$ cat src/rtl/memory_responder.sv
// memory_responder: arbitrates instruction fetches and data accesses onto a
// single RAM port. Data requests win over fetches, every access passes back
// through IDLE before the next one starts, and an access that waits too long
// for ramready is abandoned and recorded in a sticky error flag.
module memory_responder #(
  parameter int TIMEOUT = 16
) (
  input  logic        CLK,
  input  logic        RST,
  input  logic        iREN,
  input  logic [31:0] iaddr,
  input  logic        dREN,
  input  logic        dWEN,
  input  logic [31:0] daddr,
  input  logic [31:0] dstore,
  output logic        ihit,
  output logic [31:0] iload,
  output logic        dhit,
  output logic [31:0] dload,
  output logic        ramREN,
  output logic        ramWEN,
  output logic [31:0] ramaddr,
  output logic [31:0] ramstore,
  input  logic [31:0] ramload,
  input  logic        ramready,
  output logic        memerr
);

  localparam int CW = $clog2(TIMEOUT) + 1;
  localparam logic [CW-1:0] LAST_CNT = CW'(TIMEOUT - 1);

  typedef enum logic [1:0] {
    IDLE = 2'd0,
    DACC = 2'd1,
    IACC = 2'd2
  } state_t;

  state_t        r_state;
  state_t        w_nextState;
  logic [CW-1:0] r_waitCnt;
  logic [CW-1:0] w_nextCnt;
  logic          r_memErr;
  logic          w_setErr;

  // Next-state, wait-counter and output decode; the counter only advances
  // while an access stays put, so any transition clears it. Outputs are
  // forced to zero while reset is held so an in-flight access never hits.
  always_comb begin
    w_nextState = r_state;
    w_nextCnt   = '0;
    w_setErr    = 1'b0;
    ihit        = 1'b0;
    iload       = 32'd0;
    dhit        = 1'b0;
    dload       = 32'd0;
    ramREN      = 1'b0;
    ramWEN      = 1'b0;
    ramaddr     = 32'd0;
    ramstore    = 32'd0;

    case (r_state)
      IDLE: begin
        if (dREN || dWEN) begin
          w_nextState = DACC;
        end else if (iREN) begin
          w_nextState = IACC;
        end
      end

      DACC: begin
        ramaddr  = daddr;
        ramstore = dstore;
        ramWEN   = dWEN;
        ramREN   = dREN && !dWEN;
        if (!(dREN || dWEN)) begin
          w_nextState = IDLE;
        end else if (ramready) begin
          dhit        = 1'b1;
          dload       = ramload;
          w_nextState = IDLE;
        end else if (r_waitCnt == LAST_CNT) begin
          w_setErr    = 1'b1;
          w_nextState = IDLE;
        end else begin
          w_nextCnt = r_waitCnt + 1'b1;
        end
      end

      IACC: begin
        ramaddr = iaddr;
        ramREN  = 1'b1;
        if (!iREN) begin
          w_nextState = IDLE;
        end else if (ramready) begin
          ihit        = 1'b1;
          iload       = ramload;
          w_nextState = IDLE;
        end else if (r_waitCnt == LAST_CNT) begin
          w_setErr    = 1'b1;
          w_nextState = IDLE;
        end else begin
          w_nextCnt = r_waitCnt + 1'b1;
        end
      end

      default: begin
        w_nextState = IDLE;
      end
    endcase

    if (RST) begin
      ihit     = 1'b0;
      iload    = 32'd0;
      dhit     = 1'b0;
      dload    = 32'd0;
      ramREN   = 1'b0;
      ramWEN   = 1'b0;
      ramaddr  = 32'd0;
      ramstore = 32'd0;
    end
  end

  // State, wait counter and sticky error flag; the error is only cleared by reset.
  always_ff @(posedge CLK) begin
    if (RST) begin
      r_state   <= IDLE;
      r_waitCnt <= '0;
      r_memErr  <= 1'b0;
    end else begin
      r_state   <= w_nextState;
      r_waitCnt <= w_nextCnt;
      if (w_setErr) begin
        r_memErr <= 1'b1;
      end
    end
  end

  assign memerr = r_memErr;

endmodule

$ cat config.mk
export PLATFORM = sky130hd
export DESIGN_NAME = memory_responder
export DESIGN_NICKNAME = d
export VERILOG_FILES = /design/src/rtl/memory_responder.sv
export SDC_FILE = /design/constraint.sdc
export NUM_CORES = 1
export LEC_CHECK = 0
export BUFFER_PORTS_ARGS = -buffer_cell sky130_fd_sc_hd__buf_2
export CORE_AREA = 4 4 101 103
export CTS_CLUSTER_SIZE = 28
export DETAILED_ROUTE_END_ITERATION = 8
export DIE_AREA = 0 0 105 107
export PLACE_DENSITY_LB_ADDON = 0.3
export SLEW_MARGIN = 15
export SYNTH_ARGS = -nofsm -noshare
export SYNTH_HDL_FRONTEND = slang
export SYNTH_SLANG_ARGS = --single-unit
export TNS_END_PERCENT = 5
$ cat constraint.sdc
create_clock -name CLK -period 1.8 [get_ports CLK]
set_clock_uncertainty 0.1 [all_clocks]
set_input_delay 0.18 -clock CLK [delete_from_list [all_inputs] [get_ports CLK]]
set_output_delay 0.18 -clock CLK [all_outputs]
set_load 0.01 [all_outputs]
======== Word level (Yosys, flattened, before mapping) ========
Index checks and enable logic that the tools add are counted.
storage, ports and cells
  bits in registers ....................... 8
  bits in latches ......................... 0
  memory bits (writable) .................. 0
  ROM bits ................................ 0
  input bits .............................. 134
  output and inout bits ................... 133
  word-level logic and storage cells ...... 51
  memories ................................ 0
cells by class
  add/subtract/negate cells ............... 1
  multipliers ............................. 0
  div/mod/pow operators ................... 0
  magnitude comparators ................... 0
  eq/ne operators ......................... 4
  shift-type cells ........................ 0
  mux-type cells .......................... 39
  bitwise operators ....................... 0
  reductions and logical operators ........ 4
operators with widths
  kind                                                                   count
  32-bit 2-to-1 mux                                                      10
  32-bit case mux with 2 select lines                                    1
  5-bit 2-to-1 mux                                                       4
  1-bit 2-to-1 mux                                                       14
  2-bit 2-to-1 mux                                                       6
  5-bit case mux with 2 select lines                                     1
  2-bit case mux with 3 select lines                                     1
  5-bit by 1-bit adder with 5-bit output, second input constant          1
  5-bit by 4-bit equality test with 1-bit output, second input constant  1
  1-bit case mux with 2 select lines                                     2
  3-bit != test, second input constant                                   1
  2-bit by 1-bit equality test with 1-bit output, second input constant  1
  2-bit equality test, second input constant                             1
  2-bit zero test                                                        1
  1-bit logical AND                                                      1
  1-bit zero test                                                        1
  1-bit logical OR                                                       1

======== Longest topological paths before layout ========
Gate-level depths: netlist (run 1).
  depth after elaboration ................. 5
  mapped depth ............................ 7
  depth with buffers taken out ............ 5

======== Worst setup path after synthesis (run 1) ========
No wires, ideal clock.
  path kind ............................... register to output
  start point ............................. register r_state[1]
  end point ............................... output dload[22]
  arrival time ............................ 1373 ps
  required time ........................... 1520 ps
  path slack .............................. 147 ps
  cell stages (with the launch flop) ...... 8
  path buffers ............................ 2
  cell sequence ........................... dfxtp_1 -> inv_1 -> ha_1 -> buf_2 -> nor2b_4 -> and3_4 -> buf_6 -> and2_1
on the way
  word-level cells in the longest chain between the ends .. 3
RTL lines
  what                                            RTL line  source
  from (decl)                                     38        state_t r_state;
  from (signal assigned)                          130       r_state <= w_nextState;
  2-bit by 1-bit equality test with 1-bit output  61        case (r_state)
  32-bit 2-to-1 mux                               61
  32-bit 2-to-1 mux                               111       if (RST) begin
  to (decl)                                       19        output logic [31:0] dload,
No other way between the ends.

======== Worst setup path in the final report (run 1) ========
  start point ............................. register r_state[1]
  end point ............................... output dload[10]
Same word-level chain as after synthesis.

==> impl_metrics.ini, run 1 <==
[status]
outcome = finished, violations left
violations = negative setup slack

[global_routing]
antenna_found_initial = 0
grt_usage_pct = 14.4
first_global_vias = 2715
grt_pass1_wl_um = 13300
overflow = 0
grt_max_degree = 34

[setup_path]
worstPathArrival_ns = 1.58
path_max_fanout = 8
worstPathRequired_ns = 1.52
worst-r2r-setup-slack_ns = 0.07
r2r-start = r_state[0]$_SDFFE_PP0P_
endpoint = dload[10]
path_cells = inv_4, ha_4, nor2b_4, and3_4, and2_1, buf_2
crit_path_start_kind = flip-flop
max_stage_delay_ns = 0.36
path_class = reg -> out
reg2reg_depth = 7
r2r_end = memerr$_SDFFE_PP0P_
critical_path.startpoint = r_state[1]$_SDFFE_PP0P_
slowest_stage = dfxtp_4
endpoint_kind = primary output

[timing]
final_max_slew_viol_count = 0
setup_viol = 74
fin_crit_sh_pct = 103
slew_headroom_pct = 68.0
fmax_ghz = 0.539
final.setup.worst_slack_ns = -0.0565
fin_crit_ns = 1.86
tightest_slew_ns = 0.469
hold_violations = 0
rsz0062_at_grt = true

[routing]
first_iter_violations = 142
antenna_left = 0
num_vias = 2716
viasPerCell = 4.38
drcViolationCount = 0
routedWlPerCell_um = 14.5
dr.pass1.iters = 4
wirelength_um = 9020

[floorplanning]
io_pins = 267
die_h_um = 107
num_rows = 35
dieArea_mm2 = 0.0112
die_w_um = 105
coreArea_mm2 = 0.00920
start_util_pct = 17.3

[clock_tree]
clk_latency_ns = 0.23
cts_root_buffer = clkbuf_8
cts_sinks = 8
clkTransAtPathRegs_ns = 0.04
cts_htree_levels = 1
cts_tree = done
cts_buffers = 3
cts_buffer_depth = 2

[worst_hold_path]
hp-class = in -> reg
min_from = iREN

[synth]
synth_cells = 239
yosys_warnings = 0
ys_types = 30
avgSynthCellArea_um2 = 6.64
syn_nets = 378
yosysTopAreaCellShare_pct = 38.6
synth_area_leaders = and2_1, a22oi_1, dfxtp_1, nor2_1, ha_1
seq_area_frac_synth_pct = 10.1
synth.most_common_cell = and2_1
yosys.area.top_type = and2_1
synth-edff-count = 0
synthFlopType = dfxtp_1
async_flop_share_pct = 0
synth-seq-cells = 8
synth_commonest_cells = and2_1, nor2_1, a22oi_1, clkbuf_1
syn-cell-area_mm2 = 0.00159

[placement]
pre_cts_slack_ns = 0.0646
dpl.hpwl_um = 6680
io_buffers = 266
gp_congestion = 0.789

[power_and_ir_drop]
power_frac_clock_pct = 21.9
share_seq_of_total_power_pct = 19.4
p_int_mw = 0.622
power.density_mw_per_mm2 = 280
p_comb_share_pct = 58.7
peakVddDrop_v = 0.000131
p_sw_share_pct = 36.0
switchingPower_mw = 0.350
p_total_mw = 0.972
leakage_nw = 2.03

[finish]
diodes = 0
drive_above_1_share_pct = 64.8
area_delta_synth_final_pct = 119
fin_nets = 650

[flow_run]
drv_cap = 0
==> cell type report <==
type | count | area [um^2]
Sequential cell | 8 | 168
Fill cell | 965 | 5730
Clock buffer | 3 | 41.3
Timing Repair Buffer | 284 | 1630
Inverter | 5 | 23.8
Multi-Input combinational cell | 209 | 1470
Tap cell | 111 | 139
==> cells in the final DEF, fill, tap and decap left out, types with 4 or more instances in the layout <==
cell,count
nor2_1,30
a22oi_1,26
and3_4,5
and2_1,87
a22oi_2,6
nand3_1,4
nor2_2,8
and2_4,11
buf_2,255
dfxtp_1,6
buf_6,14
buf_4,9
==> state kept, by name (all words and copies together), names as in the netlist <==
register and count:
r_waitCnt 5, r_state 2, memerr 1
==> power by group through the flow <==
stage	registers [mW]	clock network, mW	logic, mW
global placement	0.189	0	0.464
CTS	0.188	0.221	0.551
floorplan	0.188	0	0.219
global route	0.189	0.234	0.627
detailed placement	0.189	0	0.472
finish	0.189	0.213	0.571
==> repair_timing <==
action | CTS | global route
hold buffers | 0 | 0
pin swaps | 60 | 19
setup buffers | 9 | 0
gates cloned | 7 | 0
setup endpoints to repair | 132 | 133
resized for setup | 37 | 30
==> stage by stage <==
stage	setup TNS, ns	hold WS (ns)	std cells	util [%]	area [um^2]
after floorplan	0	0.247	239	-	1590
after global placement	0	0.336	602	32.8	3020
after detailed placement	0	0.336	602	32.8	3020
after CTS	-3.37	0.263	621	36.7	3380
after global routing	-11.88	0.278	620	37.7	3470
final	-1.92	0.267	620	37.7	3470
==> kinds of logic (layout without fill, tap and decap cells) <==
logic type      count (synthesis)  count (layout)  share of synthesized area (%)
compound gates                 41              41                           19.7
xor+xnor                        2               2                           1.10
fa+ha+maj                       5               5                           3.94
buf+inv                        26             292                           8.67
flops                           8               8                           10.1
simple gates                  157             161                           56.5
==> how the worst min path moves through the flow <==
stage               depth (start not counted)                      end  slack [ns]
CTS                                         4  r_state[1]$_SDFFE_PP0P_        0.26
finish                                      4  r_state[1]$_SDFFE_PP0P_        0.27
global route                                2      memerr$_SDFFE_PP0P_        0.28
detailed placement                          2  r_waitCnt[4]$_SDFF_PP0_        0.34
global placement                            2  r_waitCnt[4]$_SDFF_PP0_        0.34
floorplan                                   1      memerr$_SDFFE_PP0P_        0.25
==> routing by layer <==
layer | track usage [%] | part of all wire (%) | routed length (um) | vias to the layer above
li1 | - | - | - | 1348
met1 | 14.8 | 36 | 3290 | 1205
met2 | 29.2 | 55 | 4930 | 161
met3 | 2.95 | 8.2 | 742 | 2
met4 | 3.84 | 0.60 | 54 | 0
met5 | 0 | 0 | 0 | -
==> critical path: cells and delay by family, from the launching register on <==
family / cells / cell delay, ns
flops: 1 / 0.36
buf+inv: 2 / 0.20
simple gates: 3 / 0.67
fa+ha+maj: 1 / 0.12
Note: power is estimated with default switching activity, not from simulation.
==> run 2: changes to the inputs <==
--- a/config.mk
+++ b/config.mk
@@ -6,10 +6,11 @@
 export NUM_CORES = 1
 export LEC_CHECK = 0
 export BUFFER_PORTS_ARGS = -buffer_cell sky130_fd_sc_hd__buf_2
-export CORE_AREA = 4 4 101 103
+export CORE_AREA = 4 4 102 104
+export CTS_BUF_LIST = sky130_fd_sc_hd__clkbuf_2
 export CTS_CLUSTER_SIZE = 28
 export DETAILED_ROUTE_END_ITERATION = 8
-export DIE_AREA = 0 0 105 107
+export DIE_AREA = 0 0 106 108
 export PLACE_DENSITY_LB_ADDON = 0.3
 export SLEW_MARGIN = 15
 export SYNTH_ARGS = -nofsm -noshare
==> run 2 against run 1 <==
Largest power group unchanged. Utilization down 3.5 points. Sequential power about the same. Total power down 18%. Combinational power down 11%. Maximum frequency down 2.3%. Routed wire length down 5.8%. Register-to-register slack better by 0.10 ns. The run still ends with negative setup slack left. Final area down 5.7%. Critical endpoint is now iload[23]. Highest routed layer unchanged. Clock power down 53%. Worst hold slack worse by 0.0029 ns.
==> impl_metrics.ini, run 2 (synthesis gave the netlist of run 1 again) <==
[global_routing]
grt_pass1_wl_um = 12300
antenna_found_initial = 1
overflow = 0
grt_usage_pct = 13.0
grt_max_degree = 34
first_global_vias = 2472

[placement]
io_buffers = 266
pre_cts_slack_ns = 0.0223
placedCellCount = 624
dpl.hpwl_um = 6640
gp_congestion = 0.806
place_area_mm2 = 0.00306

[clock_tree]
cts_tree = done
cts_buffer_depth = 2
cts_sinks = 8
cts_buffers = 3
postCtsHoldBufs = 0
cts_htree_levels = 1
clkTransAtPathRegs_ns = 0.07
clk_latency_ns = 0.22
cts_root_buffer = clkbuf_2

[finish]
fin_cells = 639
multi_input_area_mm2 = 0.00137
fillCellCount = 1028
drive_above_1_share_pct = 60.0
mostFrequentLayoutCell = buf_2
area_delta_synth_final_pct = 106
largest_reg_flops = 5
fin_nets = 646
final_area_mm2 = 0.00327
largest-register = r_waitCnt
final_cell_mix = buf_2, and2_1, nor2_1
ff_latch_area_um2 = 168
final_util_pct = 34.3

[timing]
setup_viol = 97
setup_tns_ns = -3.82
slew_headroom_pct = 74.6
whs_ns = 0.264
final_max_slew_viol_count = 0
fin_crit_sh_pct = 106
tightest_slew_ns = 0.371
fin_crit_ns = 1.90
final.setup.worst_slack_ns = -0.101
rsz0062_at_grt = true
fmax_ghz = 0.526
hold_violations = 0

[setup_path]
worstPathArrival_ns = 1.62
path_max_fanout = 8
crit_path_start_kind = flip-flop
path_class = reg -> out
worstPathRequired_ns = 1.52
endpoint_kind = primary output

[floorplanning]
die_w_um = 106
start_util_pct = 16.6
num_rows = 36
coreArea_mm2 = 0.00955
die_h_um = 108
dieArea_mm2 = 0.0114
io_pins = 267

[power_and_ir_drop]
p_total_mw = 0.795
peakVddDrop_v = 0.000122
leakage_nw = 1.97
power.density_mw_per_mm2 = 243

[worst_hold_path]
hp-class = in -> reg

[routing]
drcViolationCount = 0
num_vias = 2659
first_iter_violations = 156
routedWlPerCell_um = 13.3
wirelength_um = 8490
viasPerCell = 4.16
dr.pass1.iters = 4
antenna_left = 0

[status]
outcome = finished, violations left
violations = negative setup slack

[flow_run]
drv_cap = 0
==> run 2: metal layers <==
layer,wire length [um],global-route usage [%]
met1,3290,14.7
met2,4420,24.9
met3,729,2.39
met4,46,3.61
met5,0,0
==> run 2: final timing paths <==
| path | startpoint | cells after the start | to | slack [ns] |
|---|---|---|---|---|
| worst max-delay path | r_state[0]$_SDFFE_PP0P_ | 8 | iload[23] | -0.10 |
| worst min-delay path | iREN | 3 | r_state[0]$_SDFFE_PP0P_ | 0.26 |
| worst max register to register | r_state[1]$_SDFFE_PP0P_ | 8 | r_waitCnt[3]$_SDFF_PP0_ | 0.17 |
| worst min register to register | r_waitCnt[4]$_SDFF_PP0_ | 2 | r_waitCnt[4]$_SDFF_PP0_ | 0.34 |
==> run 2: repair_timing <==
action | in CTS | in global routing
pin swaps | 28 | 12
buffers inserted | 5 | 1
gates resized for setup | 20 | 9
endpoints found under the setup margin | 132 | 133
hold endpoints to repair | 0 | 0
cloned | 5 | 1
==> run 2: area by class of cell <==
cell class,instances,area share [%]
tap,133,5.09
multi-input combinational,209,41.9
clock buffer,3,0.459
antenna,1,0.0765
sequential,8,5.12
timing repair buffer,280,46.7
inverter,5,0.650
==> run 2: report_power, final <==
group	switching (mW)	internal [mW]
Combinational	0.247	0.261
Clock	0.0553	0.0454
Sequential	0.00579	0.180
Total	0.308	0.487
==> run 2: critical path, stage by stage, from the launching register on <==
cell and delay [ns]:
dfxtp_4 0.37, inv_4 0.07, ha_4 0.17, nand2_4 0.06, nor3b_4 0.21, buf_6 0.15, clkbuf_16 0.14, and2_1 0.12
buf_2 0.12
